$ cat src/rtl/mem_access_unit_if.sv
// Bus bundle for mem_access_unit: execute-stage request, SRAM port and register-file write port.
// slave = the access unit, master = the surrounding core/memory environment.
interface mem_access_unit_if #(
    parameter int AW  = 10,
    parameter int RAW = 5
);
    // Request handshake: a request transfers on a rising edge where REQ_VALID & REQ_READY;
    // fields must be held stable while REQ_VALID is high and REQ_READY is low.
    logic            REQ_VALID;
    logic            REQ_READY;
    logic            REQ_WE;
    logic [1:0]      REQ_SIZE;
    logic            REQ_UNSIGNED;
    logic [AW+1:0]   REQ_ADDR;
    logic [31:0]     REQ_WDATA;
    logic [RAW-1:0]  REQ_RD;

    logic            MEM_CSN;
    logic            MEM_WEN;
    logic [AW-1:0]   MEM_A;
    logic [31:0]     MEM_DI;
    logic [31:0]     MEM_DOUT;

    logic            RF_WEN;
    logic [RAW-1:0]  RF_WA;
    logic [31:0]     RF_DI;

    modport slave (
        input  REQ_VALID, REQ_WE, REQ_SIZE, REQ_UNSIGNED, REQ_ADDR, REQ_WDATA, REQ_RD,
        output REQ_READY,
        output MEM_CSN, MEM_WEN, MEM_A, MEM_DI,
        input  MEM_DOUT,
        output RF_WEN, RF_WA, RF_DI
    );

    modport master (
        output REQ_VALID, REQ_WE, REQ_SIZE, REQ_UNSIGNED, REQ_ADDR, REQ_WDATA, REQ_RD,
        input  REQ_READY,
        input  MEM_CSN, MEM_WEN, MEM_A, MEM_DI,
        output MEM_DOUT,
        input  RF_WEN, RF_WA, RF_DI
    );
endinterface

$ cat src/rtl/mem_access_unit.sv
// Data-memory access stage: loads with sign/zero extension, byte/half stores via read-modify-write.
// Optional feature macro: MAU_R0_GUARD_EN suppresses register-file writes for loads to r0.
module mem_access_unit #(
    parameter int AW  = 10,
    parameter int RAW = 5
) (
    input  logic                 CLK,
    input  logic                 RST,
    mem_access_unit_if.slave     bus,
    output logic                 ERR,
    output logic                 BUSY,
    output logic [2:0]           DBG_STATE
);
    localparam logic [2:0] IDLE     = 3'd0;
    localparam logic [2:0] RD       = 3'd1;
    localparam logic [2:0] RWAIT    = 3'd2;
    localparam logic [2:0] WR       = 3'd3;
    localparam logic [2:0] RMW_RD   = 3'd4;
    localparam logic [2:0] RMW_WAIT = 3'd5;
    localparam logic [2:0] RMW_WR   = 3'd6;

    logic [2:0]     state;
    logic [1:0]     size_q;
    logic           uns_q;
    logic [AW+1:0]  addr_q;
    logic [31:0]    wdata_q;
    logic [31:0]    rdata_q;
    logic [RAW-1:0] rd_q;
    logic           err_q;
    logic           rf_wen_q;
    logic [RAW-1:0] rf_wa_q;
    logic [31:0]    rf_di_q;

    logic           accept;
    logic           bad;
    logic           rf_we_ok;
    logic           mem_act;
    logic [31:0]    shifted;
    logic [31:0]    load_val;
    logic [31:0]    merged;

    assign bus.REQ_READY = (state == IDLE) & ~RST;
    assign accept        = bus.REQ_VALID & bus.REQ_READY;

    always_comb begin
        bad = 1'b0;
        case (bus.REQ_SIZE)
            2'b01:   bad = bus.REQ_ADDR[0];
            2'b10:   bad = (bus.REQ_ADDR[1:0] != 2'b00);
            2'b11:   bad = 1'b1;
            default: bad = 1'b0;
        endcase
    end

`ifdef MAU_R0_GUARD_EN
    assign rf_we_ok = (rd_q != '0);
`else
    assign rf_we_ok = 1'b1;
`endif

    // Halfword loads are always aligned, so the byte-lane shift also serves them.
    always_comb begin
        shifted  = bus.MEM_DOUT >> {addr_q[1:0], 3'b000};
        load_val = bus.MEM_DOUT;
        case (size_q)
            2'b00:   load_val = uns_q ? {24'b0, shifted[7:0]}  : {{24{shifted[7]}}, shifted[7:0]};
            2'b01:   load_val = uns_q ? {16'b0, shifted[15:0]} : {{16{shifted[15]}}, shifted[15:0]};
            default: load_val = bus.MEM_DOUT;
        endcase
    end

    always_comb begin
        merged = rdata_q;
        if (size_q == 2'b00)
            merged[{addr_q[1:0], 3'b000} +: 8] = wdata_q[7:0];
        else
            merged[{addr_q[1], 4'b0000} +: 16] = wdata_q[15:0];
    end

    always_ff @(posedge CLK) begin
        if (RST) begin
            state    <= IDLE;
            size_q   <= '0;
            uns_q    <= 1'b0;
            addr_q   <= '0;
            wdata_q  <= '0;
            rdata_q  <= '0;
            rd_q     <= '0;
            err_q    <= 1'b0;
            rf_wen_q <= 1'b1;
            rf_wa_q  <= '0;
            rf_di_q  <= '0;
        end else begin
            err_q    <= 1'b0;
            rf_wen_q <= 1'b1;
            case (state)
                IDLE: begin
                    if (accept) begin
                        size_q  <= bus.REQ_SIZE;
                        uns_q   <= bus.REQ_UNSIGNED;
                        addr_q  <= bus.REQ_ADDR;
                        wdata_q <= bus.REQ_WDATA;
                        rd_q    <= bus.REQ_RD;
                        if (bad)
                            err_q <= 1'b1;
                        else if (!bus.REQ_WE)
                            state <= RD;
                        else if (bus.REQ_SIZE == 2'b10)
                            state <= WR;
                        else
                            state <= RMW_RD;
                    end
                end
                RD:    state <= RWAIT;
                RWAIT: begin
                    state    <= IDLE;
                    rf_di_q  <= load_val;
                    rf_wa_q  <= rd_q;
                    rf_wen_q <= ~rf_we_ok;
                end
                WR:       state <= IDLE;
                RMW_RD:   state <= RMW_WAIT;
                RMW_WAIT: begin
                    rdata_q <= bus.MEM_DOUT;
                    state   <= RMW_WR;
                end
                RMW_WR:   state <= IDLE;
                default:  state <= IDLE;
            endcase
        end
    end

    // Gating with RST keeps the SRAM deselected on a reset edge that interrupts a write state.
    always_comb begin
        mem_act = ~RST & ((state == RD) | (state == WR) | (state == RMW_RD) | (state == RMW_WR));
        bus.MEM_CSN = ~mem_act;
        bus.MEM_WEN = ~(mem_act & ((state == WR) | (state == RMW_WR)));
        bus.MEM_A   = mem_act ? addr_q[AW+1:2] : '0;
        bus.MEM_DI  = '0;
        if (mem_act && state == WR)
            bus.MEM_DI = wdata_q;
        else if (mem_act && state == RMW_WR)
            bus.MEM_DI = merged;
    end

    assign bus.RF_WEN = rf_wen_q;
    assign bus.RF_WA  = rf_wa_q;
    assign bus.RF_DI  = rf_di_q;
    assign ERR        = err_q;
    assign BUSY       = (state != IDLE);
    assign DBG_STATE  = state;
endmodule

$ cat src/flat_wrapper.sv
// flat-port wrapper written by rule: the top's interface ports become plain ports
module mem_access_unit_flat 
#(
    parameter int AW  = 10,
    parameter int RAW = 5
)
  (CLK, RST, ERR, BUSY, DBG_STATE, bus_REQ_VALID, bus_REQ_WE, bus_REQ_SIZE, bus_REQ_UNSIGNED, bus_REQ_ADDR, bus_REQ_WDATA, bus_REQ_RD, bus_REQ_READY, bus_MEM_CSN, bus_MEM_WEN, bus_MEM_A, bus_MEM_DI, bus_MEM_DOUT, bus_RF_WEN, bus_RF_WA, bus_RF_DI);
  mem_access_unit_if #(.AW(AW), .RAW(RAW)) bus_i ();
  input  logic CLK;
  input  logic RST;
  output logic ERR;
  output logic BUSY;
  output logic [2:0] DBG_STATE;
  input wire logic [$bits(bus_i.REQ_VALID)-1:0] bus_REQ_VALID;
  input wire logic [$bits(bus_i.REQ_WE)-1:0] bus_REQ_WE;
  input wire logic [$bits(bus_i.REQ_SIZE)-1:0] bus_REQ_SIZE;
  input wire logic [$bits(bus_i.REQ_UNSIGNED)-1:0] bus_REQ_UNSIGNED;
  input wire logic [$bits(bus_i.REQ_ADDR)-1:0] bus_REQ_ADDR;
  input wire logic [$bits(bus_i.REQ_WDATA)-1:0] bus_REQ_WDATA;
  input wire logic [$bits(bus_i.REQ_RD)-1:0] bus_REQ_RD;
  output wire logic [$bits(bus_i.REQ_READY)-1:0] bus_REQ_READY;
  output wire logic [$bits(bus_i.MEM_CSN)-1:0] bus_MEM_CSN;
  output wire logic [$bits(bus_i.MEM_WEN)-1:0] bus_MEM_WEN;
  output wire logic [$bits(bus_i.MEM_A)-1:0] bus_MEM_A;
  output wire logic [$bits(bus_i.MEM_DI)-1:0] bus_MEM_DI;
  input wire logic [$bits(bus_i.MEM_DOUT)-1:0] bus_MEM_DOUT;
  output wire logic [$bits(bus_i.RF_WEN)-1:0] bus_RF_WEN;
  output wire logic [$bits(bus_i.RF_WA)-1:0] bus_RF_WA;
  output wire logic [$bits(bus_i.RF_DI)-1:0] bus_RF_DI;
  assign bus_i.REQ_VALID = bus_REQ_VALID;
  assign bus_i.REQ_WE = bus_REQ_WE;
  assign bus_i.REQ_SIZE = bus_REQ_SIZE;
  assign bus_i.REQ_UNSIGNED = bus_REQ_UNSIGNED;
  assign bus_i.REQ_ADDR = bus_REQ_ADDR;
  assign bus_i.REQ_WDATA = bus_REQ_WDATA;
  assign bus_i.REQ_RD = bus_REQ_RD;
  assign bus_REQ_READY = bus_i.REQ_READY;
  assign bus_MEM_CSN = bus_i.MEM_CSN;
  assign bus_MEM_WEN = bus_i.MEM_WEN;
  assign bus_MEM_A = bus_i.MEM_A;
  assign bus_MEM_DI = bus_i.MEM_DI;
  assign bus_i.MEM_DOUT = bus_MEM_DOUT;
  assign bus_RF_WEN = bus_i.RF_WEN;
  assign bus_RF_WA = bus_i.RF_WA;
  assign bus_RF_DI = bus_i.RF_DI;
  mem_access_unit #(.AW(AW), .RAW(RAW)) u_core (.CLK(CLK), .RST(RST), .bus(bus_i), .ERR(ERR), .BUSY(BUSY), .DBG_STATE(DBG_STATE));
endmodule
$ cat config.mk
export PLATFORM = sky130hd
export DESIGN_NAME = mem_access_unit_flat
export DESIGN_NICKNAME = d
export VERILOG_FILES = /design/src/rtl/mem_access_unit_if.sv /design/src/rtl/mem_access_unit.sv /design/src/flat_wrapper.sv
export SDC_FILE = /design/constraint.sdc
export NUM_CORES = 1
export LEC_CHECK = 0
export ABC_CLOCK_PERIOD_IN_PS = 3000
export BUFFER_PORTS_ARGS = -buffer_cell sky130_fd_sc_hd__clkbuf_2
export CAP_MARGIN = 15
export CORE_UTILIZATION = 50
export CTS_BUF_LIST = sky130_fd_sc_hd__clkbuf_2 sky130_fd_sc_hd__clkbuf_4 sky130_fd_sc_hd__clkbuf_8
export DETAILED_ROUTE_END_ITERATION = 6
export PLACE_DENSITY = 0.77
export SLEW_MARGIN = 20
export SYNTH_ARGS = -nofsm -noshare
export SYNTH_HDL_FRONTEND = slang
export SYNTH_SLANG_ARGS = --single-unit
$ cat constraint.sdc
create_clock -name CLK -period 3 [get_ports CLK]
set_input_delay 0.3 -clock CLK [delete_from_list [all_inputs] [get_ports CLK]]
set_output_delay 0.3 -clock CLK [all_outputs]
set_load 0.1 [all_outputs]
## Yosys cells after proc, flatten, opt, wreduce, memory -nomap -nowiden

Index checks and enable logic that the tools add are counted.

| storage, ports and cells | value |
|---|---|
| memory bits (read-only) | 0 |
| bits in registers | 126 |
| memory bits (writable) | 0 |
| memories | 0 |
| bits in latches | 0 |

| operators by class | value |
|---|---|
| shift-type cells | 5 |
| add/subtract/negate cells | 2 |
| reduce and logical (&&, ||, !) cells | 9 |
| eq/ne operators | 12 |
| $lt $le $gt $ge | 0 |
| $mul | 0 |
| multiplexer cells | 17 |
| bitwise logic cells | 13 |
| divide/modulo/power cells | 0 |

Operator list:

| kind | number |
|---|---|
| 2-to-1 mux 32 bit | 5 |
| bitwise mux 32 bit | 2 |
| one-hot mux 32 bit (2 select lines) | 1 |
| variable shift 16 x 7 -> 32 bit, first input constant | 1 |
| variable shift 8 x 7 -> 32 bit, first input constant | 1 |
| variable part select 16 x 7 -> 32 bit | 1 |
| variable part select 8 x 7 -> 32 bit | 1 |
| right shift 32 x 5 -> 16 bit | 1 |
| negation 5 -> 7 bit | 2 |
| 2-to-1 mux 3 bit | 4 |
| one-hot mux 3 bit (4 select lines) | 1 |
| 2-to-1 mux 10 bit | 1 |
| == test 3 bit, second input constant | 3 |
| == test 3 x 2 -> 1 bit, second input constant | 2 |
| NOT 1 bit | 5 |
| AND 1 bit | 4 |
| == test 2 x 1 -> 1 bit, second input constant | 2 |
| == test 2 bit, second input constant | 2 |
| OR 1 bit | 4 |
| AND reduction 2 bit | 2 |
| == test 3 x 1 -> 1 bit, second input constant | 1 |
| zero test 3 bit | 1 |
| one-hot mux 1 bit (3 select lines) | 1 |
| nonzero test 3 bit | 1 |
| 7 further kinds | 9 |

## Logic depth before layout (Yosys ltp)

Gate-level depths: netlist of run 1.

| logic depth | value |
|---|---|
| word-level depth | 8 |
| mapped depth | 7 |
| mapped depth without buffers | 6 |

## Least setup slack after synthesis of run 1

No wires, ideal clock.

| path | value |
|---|---|
| kind | reg2reg |
| start point | reg u_core.state[2] (netlist: u_core.DBG_STATE[2]) |
| end point | reg u_core.addr_q[10] |
| arrival time | 4.996 ns |
| path slack | -2.108 ns |
| period minus slack after synthesis | 5.108 ns |
| cell stages (with the launch flop) | 7 |
| path buffers | 2 |
| required time | 2.887 ns |
| cell sequence | dfxtp_1 -> buf_2 -> nor4_1 -> nand2_1 -> clkbuf_1 -> nand3b_1 -> nand2_1 |

| on the way | value |
|---|---|
| longest elaborated chain between the ends | 4 |

RTL lines:

| what | RTL line | text |
|---|---|---|
| start, declared | mem_access_unit.sv:22 | `logic [2:0] state;` |
| start signal, assigned | mem_access_unit.sv:82 | `state <= IDLE;` |
| start signal, assigned | mem_access_unit.sv:107 | `state <= RD;` |
| start signal, assigned | mem_access_unit.sv:109 | `state <= WR;` |
| zero test 3 bit | mem_access_unit.sv:42 | `assign bus.REQ_READY = (state == IDLE) & ~RST;` |
| AND 1 bit | mem_access_unit.sv:42 |  |
| named net bus_REQ_READY | flat_wrapper.sv:21 | `output wire logic [$bits(bus_i.REQ_READY)-1:0] bus_REQ_READY;` |
| AND 1 bit | mem_access_unit.sv:43 | `assign accept = bus.REQ_VALID & bus.REQ_READY;` |
| AND reduction 2 bit (no source line) | n/a |  |
| end signal, assigned | mem_access_unit.sv:101 | `addr_q <= bus.REQ_ADDR;` |
| end, declared | mem_access_unit.sv:25 | `logic [AW+1:0] addr_q;` |

The timed path passes the listed nets, and every way through them passes these cells.
A chain may end at the register's enable or synchronous reset.

## Worst setup path in the final report of run 1

| path | value |
|---|---|
| start point | reg u_core.addr_q[0] |
| end point | out bus_MEM_DI[30] |

| on the way | value |
|---|---|
| longest elaborated chain between the ends | 6 |
| elaborated cells between the ends (all ways) | 7 |
| those cells by class | add/sub (1); shift (2); mux (4) |

RTL lines:

| what | RTL line | text |
|---|---|---|
| negation 5 -> 7 bit * | mem_access_unit.sv:75 | `merged[{addr_q[1:0], 3'b000} +: 8] = wdata_q[7:0];` |
| variable part select 8 x 7 -> 32 bit or variable shift 8 x 7 -> 32 bit (tied branches) | mem_access_unit.sv:75 |  |
| bitwise mux 32 bit * | mem_access_unit.sv:75 |  |
| 2-to-1 mux 32 bit * | mem_access_unit.sv:74 | `if (size_q == 2'b00)` |
| 2-to-1 mux 32 bit * | mem_access_unit.sv:142 | `else if (mem_act && state == RMW_WR)` |
| 2-to-1 mux 32 bit * | mem_access_unit.sv:140 | `if (mem_act && state == WR)` |
| end, declared | flat_wrapper.sv:25 | `output wire logic [$bits(bus_i.MEM_DI)-1:0] bus_MEM_DI;` |

Every way passes the cells marked *; elsewhere a longest branch is shown, timed or not.

==> summary.md, run 1 <==
| Metric | Value |
|---|---|
| CTS clk-pin slew, worst paths | `0.07 ns` |
| MaxCap Viol Count | `0` |
| H-tree lvl count | `4` |
| Fmax | `0.350 GHz` |
| CTS Buffer Depth | `2` |
| Leakage | `3.51 nW` |
| FF-to-FF End | `u_core.bus.RF_DI[18]` |
| Synth cell types | `51` |
| # DRC | `0` |
| Post-route setup slack | `0.143 ns` |
| Total GRT Usage | `29.2%` |
| DRT iter0 DRCs | `534` |
| Clock Root Buffer | `clkbuf_8` |
| Starting density of the core | `51.4%` |
| Hold Path Sink | `u_core.addr_q[4]` |
| Drt first pass iters | `5` |
| FF+latch count, synth | `126` |
| GP Congestion | `0.868` |
| Setup-failing EPs final | `0` |
| Hold path depth | `3` |
| Data arrival, critical path | `2.56 ns` |
| Final slew viol count | `0` |
| Hold Crit Class | `in2reg` |
| Data required time of the worst path | `2.70 ns` |
| Synth Cell Area | `0.00618 mm2` |
| Worst skew pair latency | `0.44 ns` |
| Worst slack at placement | `0.394 ns` |
| GRT Residual Overflow | `0` |
| Post-layout net count | `1004` |
| Setup slack, reg-to-reg | `0.63 ns` |
| IO Pins | `176` |
| Crit Path Max Fanout | `20` |
| Status | `complete, no violations` |
| Post-synth top area cell | `dfxtp_1` |
| Die Ht | `113 um` |
| Syn_area_per_cell | `8.07 um2` |
| Layout Area Growth over Synthesis | `31.7%` |
| CP startpoint kind | `flop` |
| Yosys top cell area share | `40.8%` |
| TritonCTS Buffers | `17` |
| Pwr dens | `502 mW/mm2` |
| Crit path time final | `2.86 ns` |
| Syn Nets | `858` |
| Post-synth EDFFs | `0` |
| Slew @ Worst Pin | `0.782 ns` |
| Placed cell area | `0.00771 mm2` |
| Min-delay src | `bus_REQ_ADDR[4]` |
| Grt met1 use | `38.2%` |
| Via density | `5.74` |
| Num rows | `40` |
| Die area | `0.0128 mm2` |
| Clock Sink Count | `126` |
| Met2 usage | `46.8%` |
| Most Crowded Layer GR | `met2` |
| FILL cells | `1019` |
| HPWL Detailed | `13100 um` |
| Global Route met3 Usage | `6.37%` |
| Core area | `0.0120 mm2` |
| Via count of the first global-routing pass | `5477` |
| Final Hold Viols | `0` |
| Routed Antenna Nets | `0` |
| Synth async-reset ratio | `0%` |
| Top cells by area, synth | `dfxtp_1, nand2_1, nand3b_1, a21oi_1, o21bai_1` |
| Most frequent cells in the layout | `nand2_1, clkbuf_2, dfxtp_1, a21oi_1, nand3b_1` |
| Worst reg-to-reg path cell count | `5` |
| Final Cell Area | `0.00814 mm2` |
| Initial antenna violation count | `0` |
| Wire per inst | `17.5 um` |
| Drt total wl | `18700 um` |
| Clock Skew | `0.0109 ns` |
| Worst Setup SP | `u_core.addr_q[0]` |
| Reg2reg start | `u_core.addr_q[1]` |
| Most used DFF post-synth | `dfxtp_1` |
| Via count | `6145` |
| Final worst-path cycle share | `95.2%` |
| Slew margin rel. | `47.9%` |
| Quantity of I/O buffers inserted on ports | `175` |
| Sequential area share after synthesis | `40.8%` |
| Share of cells above drive strength 1 | `30.7%` |
| Number of diodes | `0` |
| Most common cell after layout, fill and taps aside | `nand2_1` |
| Synth Warn # | `0` |
| CTS tree | `done` |
| First-pass GRT wire length | `28900 um` |
| Peak supply drop | `0.315 mV` |
| Post-Syn Instances | `765` |
| Crit path capture type | `output pin` |
| Kind of critical path | `reg2out` |
| Largest net degree at the start of global routing | `93` |
| Die Wd | `113 um` |
-- how the worst max path moves through the flow --
stage / cells past startpoint / to
detailed placement: 7 / bus_MEM_DI[15]
global placement: 7 / bus_MEM_DI[14]
CTS: 7 / bus_MEM_DI[15]
global route: 8 / bus_MEM_DI[31]
finish: 8 / bus_MEM_DI[30]
floorplan: 6 / bus_MEM_DI[14]
-- cell usage after synthesis (2+ instances only) --
cell type / instances
nand2_1: 209
dfxtp_1: 126
a21oi_1: 66
nand3b_1: 49
clkbuf_1: 44
o21ai_0: 30
o21bai_1: 25
and2_1: 20
inv_1: 19
mux2i_1: 17
a221oi_1: 15
mux2_2: 15
buf_2: 14
o221ai_1: 14
nor2_1: 12
a221o_1: 9
a22o_1: 8
o211ai_1: 8
a2bb2oi_1: 7
a211oi_1: 6
ha_1: 5
nor3_1: 4
a31oi_1: 3
clkinv_1: 3
o21ai_1: 3
o31ai_1: 3
or2_2: 3
buf_6: 2
nand2b_1: 2
nor2b_1: 2
nor4_2: 2
-- report_power, final --
| group | switching (mW) | internal, mW |
|---|---|---|
| Combinational | 0.562 | 0.234 |
| Sequential | 0.0811 | 1.76 |
| Clock | 0.661 | 0.781 |
| Total | 1.30 | 2.78 |
-- per-layer routing --
| layer | share of wire (%) | routed length [um] |
|---|---|---|
| met1 | 43 | 8120 |
| met2 | 47 | 8780 |
| met3 | 7.1 | 1330 |
| met4 | 2.4 | 449 |
| met5 | 0 | 0 |
-- metrics by stage --
stage / instances / hold slack [ns] / utilization, % / setup TNS [ns] / total power [mW]
after floorplan: 765 / 0.399 / - / 0 / 2.44
after global placement: 1037 / 0.443 / 64.2 / 0 / 2.65
after detailed placement: 1037 / 0.446 / 64.2 / 0 / 2.66
after CTS: 1068 / 0.0203 / 67.6 / 0 / 4.09
after global routing: 1070 / 0.0188 / 67.8 / -0.00526 / 4.25
final: 1070 / 0.0362 / 67.8 / 0 / 4.08
-- timing repair --
item	4_1_cts	5_1_grt
resized for setup	2	2
setup endpoints to repair	16	28
hold buffers	0	0
hold endpoints to repair	0	0
buffers inserted	0	2
gates cloned	0	0
pin swaps	0	2
-- sequential cells by signal, indices dropped and copies added, names as in the netlist --
signal and flops:
u_core.DBG_STATE 3, u_core.ERR 1, u_core.addr_q 12, u_core.bus.RF_DI 32, u_core.bus.RF_WA 5, u_core.bus.RF_WEN 1, u_core.rd_q 5, u_core.rdata_q 32
u_core.size_q 2, u_core.uns_q 1, u_core.wdata_q 32
-- cells by family after synthesis --
group	Yosys count	synth area share, %
and+or+nand+nor	311	24.0
AOI/OAI and AO/OA	205	22.5
DFF	126	40.8
buffers and inverters	84	5.65
muxes	33	5.85
adders and majority gates	5	1.01
xor gates and xnor gates	1	0.142
-- critical path, cell delays in order (launching register included) --
cell	delay (ns)
dfxtp_1	0.33
buf_4	0.28
ha_1	0.20
clkinv_1	0.26
nor4_4	0.32
buf_4	0.19
a221o_1	0.15
a32o_2	0.21
buf_12	0.18
-- area by class of cell --
type	count	area, um2	share of cell area (%)
Multi-Input combinational cell	555	3490	42.9
Clock buffer	21	270	3.32
Clock inverter	10	116	1.43
Sequential cell	126	2520	31.0
Tap cell	147	184	2.26
Timing Repair Buffer	189	1460	18.0
Inverter	22	86.3	1.06
Power figures use the tool's default switching activity.
==> run 2: changes to the inputs <==
--- a/config.mk
+++ b/config.mk
@@ -6,7 +6,7 @@
 export NUM_CORES = 1
 export LEC_CHECK = 0
 export ABC_CLOCK_PERIOD_IN_PS = 3000
-export BUFFER_PORTS_ARGS = -buffer_cell sky130_fd_sc_hd__clkbuf_2
+export BUFFER_PORTS_ARGS = -buffer_cell sky130_fd_sc_hd__buf_2
 export CAP_MARGIN = 15
 export CORE_UTILIZATION = 50
 export CTS_BUF_LIST = sky130_fd_sc_hd__clkbuf_2 sky130_fd_sc_hd__clkbuf_4 sky130_fd_sc_hd__clkbuf_8
==> summary.md, run 2 (synthesis gave the netlist of run 1 again) <==
| Metric | Value |
|---|---|
| Die Ht | `113 um (unchanged)` |
| CTS tree | `done` |
| Drt total wl | `18700 um (about the same)` |
| Setup TNS | `0 ns (unchanged)` |
| Clock Power Share | `38.5% (+3.2 points)` |
| Setup-failing EPs final | `0 (unchanged)` |
| GP Congestion | `0.874 (+0.70%)` |
| Die Wd | `113 um (unchanged)` |
| Drt first pass iters | `5 (unchanged)` |
| Worst skew pair latency | `0.45 ns (about the same)` |
| Slew margin rel. | `51.7% (+3.8 points)` |
| Core area | `0.0120 mm2 (unchanged)` |
| Crit path cell chain | `buf_4 > ha_1 > clkinvlp_4 > nor4_4 > buf_4 > a221o_1 > a32o_2 > buf_12` |
| Switch share | `32.0% (about the same)` |
| IO Pins | `176 (unchanged)` |
| Fmax | `0.349 GHz (-0.24%)` |
| Share of cells above drive strength 1 | `30.9% (+0.26 points)` |
| Post-layout net count | `1005 (+0.10%)` |
| Slew @ Worst Pin | `0.722 ns (-0.0593 ns)` |
| Starting density of the core | `51.4% (unchanged)` |
| Via density | `5.72 (-0.41%)` |
| Hold Crit Class | `in2reg` |
| Status | `complete, no violations` |
| Cts hold-fix bufs | `0 (unchanged)` |
| CP startpoint kind | `flop` |
| MaxCap Viol Count | `0 (unchanged)` |
| Crit-path max cell delay | `0.34 ns (about the same)` |
| Via count of the first global-routing pass | `5648 (+3.1%)` |
| Quantity of I/O buffers inserted on ports | `175 (unchanged)` |
| Layout Area Growth over Synthesis | `32.8%` |
| Via count | `6131 (-0.23%)` |
| Total power | `4.29 mW (+5.1%)` |
| Routed Antenna Nets | `0 (unchanged)` |
| Crit path time final | `2.86 ns (+0.00697 ns)` |
| Data arrival, critical path | `2.56 ns (about the same)` |
| CTS clk-pin slew, worst paths | `0.08 ns (about the same)` |
| RSZ-0062 raised after global routing | `false` |
| TritonCTS Buffers | `17 (unchanged)` |
| First-pass GRT wire length | `29500 um (+1.9%)` |
| Most common cell after layout, fill and taps aside | `nand2_1` |
| Crit Path Max Fanout | `20 (unchanged)` |
| H-tree lvl count | `4 (unchanged)` |
| Crit path capture type | `output pin` |
| FILL cells | `1006 (-1.3%)` |
| Worst slack at placement | `0.357 ns (-0.0367 ns)` |
| Die area | `0.0128 mm2 (unchanged)` |
| CP max stage cell | `dfxtp_1` |
| Data required time of the worst path | `2.70 ns (about the same)` |
| Pwr dens | `523 mW/mm2 (+4.2%)` |
| Pint | `2.92 mW (+5.0%)` |
| Most frequent cells in the layout | `nand2_1, buf_2, dfxtp_1, a21oi_1, nand3b_1` |
| Crit-path most repeated cell | `buf_4` |
| Register share of total power | `42.9% (-2.3 points)` |
| Total GRT Usage | `29.7% (+0.57 points)` |
| Wire per inst | `17.4 um (-0.21%)` |
| Comb pwr share | `18.6% (-0.9 points)` |
| Clock Root Buffer | `clkbuf_8` |
| Psw | `1.37 mW (+5.2%)` |
| Post-route setup slack | `0.136 ns (-0.00697 ns)` |
| Num rows | `40 (unchanged)` |
| Clock Sink Count | `126 (unchanged)` |
| DRT iter0 DRCs | `545 (+2.1%)` |
| Leakage | `3.55 nW (+1.3%)` |
| Final Hold Viols | `0 (unchanged)` |
| Largest net degree at the start of global routing | `60 (-35%)` |
| GRT Residual Overflow | `0 (unchanged)` |
| Kind of critical path | `reg2out` |
| Largest delay contributor family on the critical path | `buffers and inverters` |
| CTS Buffer Depth | `2 (unchanged)` |
| Peak supply drop | `0.397 mV (+26%)` |
| Clock Skew | `0.0112 ns (+0.000279 ns)` |
| # DRC | `0 (unchanged)` |
| Critical path buffer and inverter count | `4 (unchanged)` |
| Number of diodes | `0 (unchanged)` |
| Initial antenna violation count | `0 (unchanged)` |
| Final slew viol count | `0 (unchanged)` |
| Final worst-path cycle share | `95.5% (+0.23 points)` |
| HPWL Detailed | `13200 um (+0.45%)` |
run 2: cell types whose count changed in the layout (fill, tap and decap cells not counted), moves of 2 or more:
| cell | delta |
|---|---|
| inv_6 | +6 |
| clkinvlp_4 | +2 |
| clkinv_2 | -2 |
| buf_2 | +142 |
| clkbuf_4 | -3 |
| bufinv_16 | +2 |
| clkbuf_2 | -142 |
| clkinv_4 | -2 |
run 2: worst paths after layout:
| path | start | end | slack (ns) | cells past startpoint |
|---|---|---|---|---|
| min | bus_REQ_RD[0] | u_core.rd_q[0] | 0.02 | 3 |
| max | u_core.addr_q[0] | bus_MEM_DI[30] | 0.14 | 8 |
| min reg2reg | u_core.bus.RF_WA[1] | u_core.bus.RF_WA[1] | 0.46 | 2 |
| max reg2reg | u_core.addr_q[1] | u_core.bus.RF_DI[25] | 0.64 | 5 |
run 2: area by class of cell:
class / instances / area, um2 / area share, %
Timing Repair Buffer: 190 / 1470 / 17.9
Sequential cell: 126 / 2520 / 30.7
Tap cell: 147 / 184 / 2.24
Multi-Input combinational cell: 555 / 3490 / 42.6
Inverter: 22 / 90.1 / 1.10
Clock buffer: 17 / 234 / 2.85
Clock inverter: 15 / 209 / 2.55
run 2: through the flow:
stage          cells  util (%)  hold WS [ns]  area (um2)
2_1_floorplan    765         -         0.399        6330
3_3_place_gp    1038      64.3         0.443        7720
3_5_place_dp    1038      64.3         0.445        7720
4_1_cts         1070      68.1       0.00210        8180
5_1_grt         1072      68.3       0.00363        8210
6_report        1072      68.3        0.0198        8210
run 2: per-layer routing:
metal	global-route usage [%]	wire length [um]	vias up
met1	38.1	7980	2860
li1	-	-	2971
met5	0	0	-
met2	47.9	8750	265
met4	11.1	463	0
met3	8.03	1480	35
run 2: power groups by stage:
stage	Clock, mW	Sequential, mW	Combinational, mW
final	1.65	1.84	0.797
after global routing	1.75	1.85	0.853
after CTS	1.67	1.84	0.790
after detailed placement	0	1.88	0.782
after global placement	0	1.88	0.772
after floorplan	0	2.00	0.444
run 2: timing repair:
action / CTS / global route
buffers inserted: 0 / 2
resized for setup: 2 / 3
endpoints found under the setup margin: 16 / 17
gates cloned: 0 / 0
pin swaps: 0 / 2
run 2: tightest hold or removal path: stages:
cell and delay [ns]:
buf_2 0.07, nand2_1 0.04, nand2_1 0.04
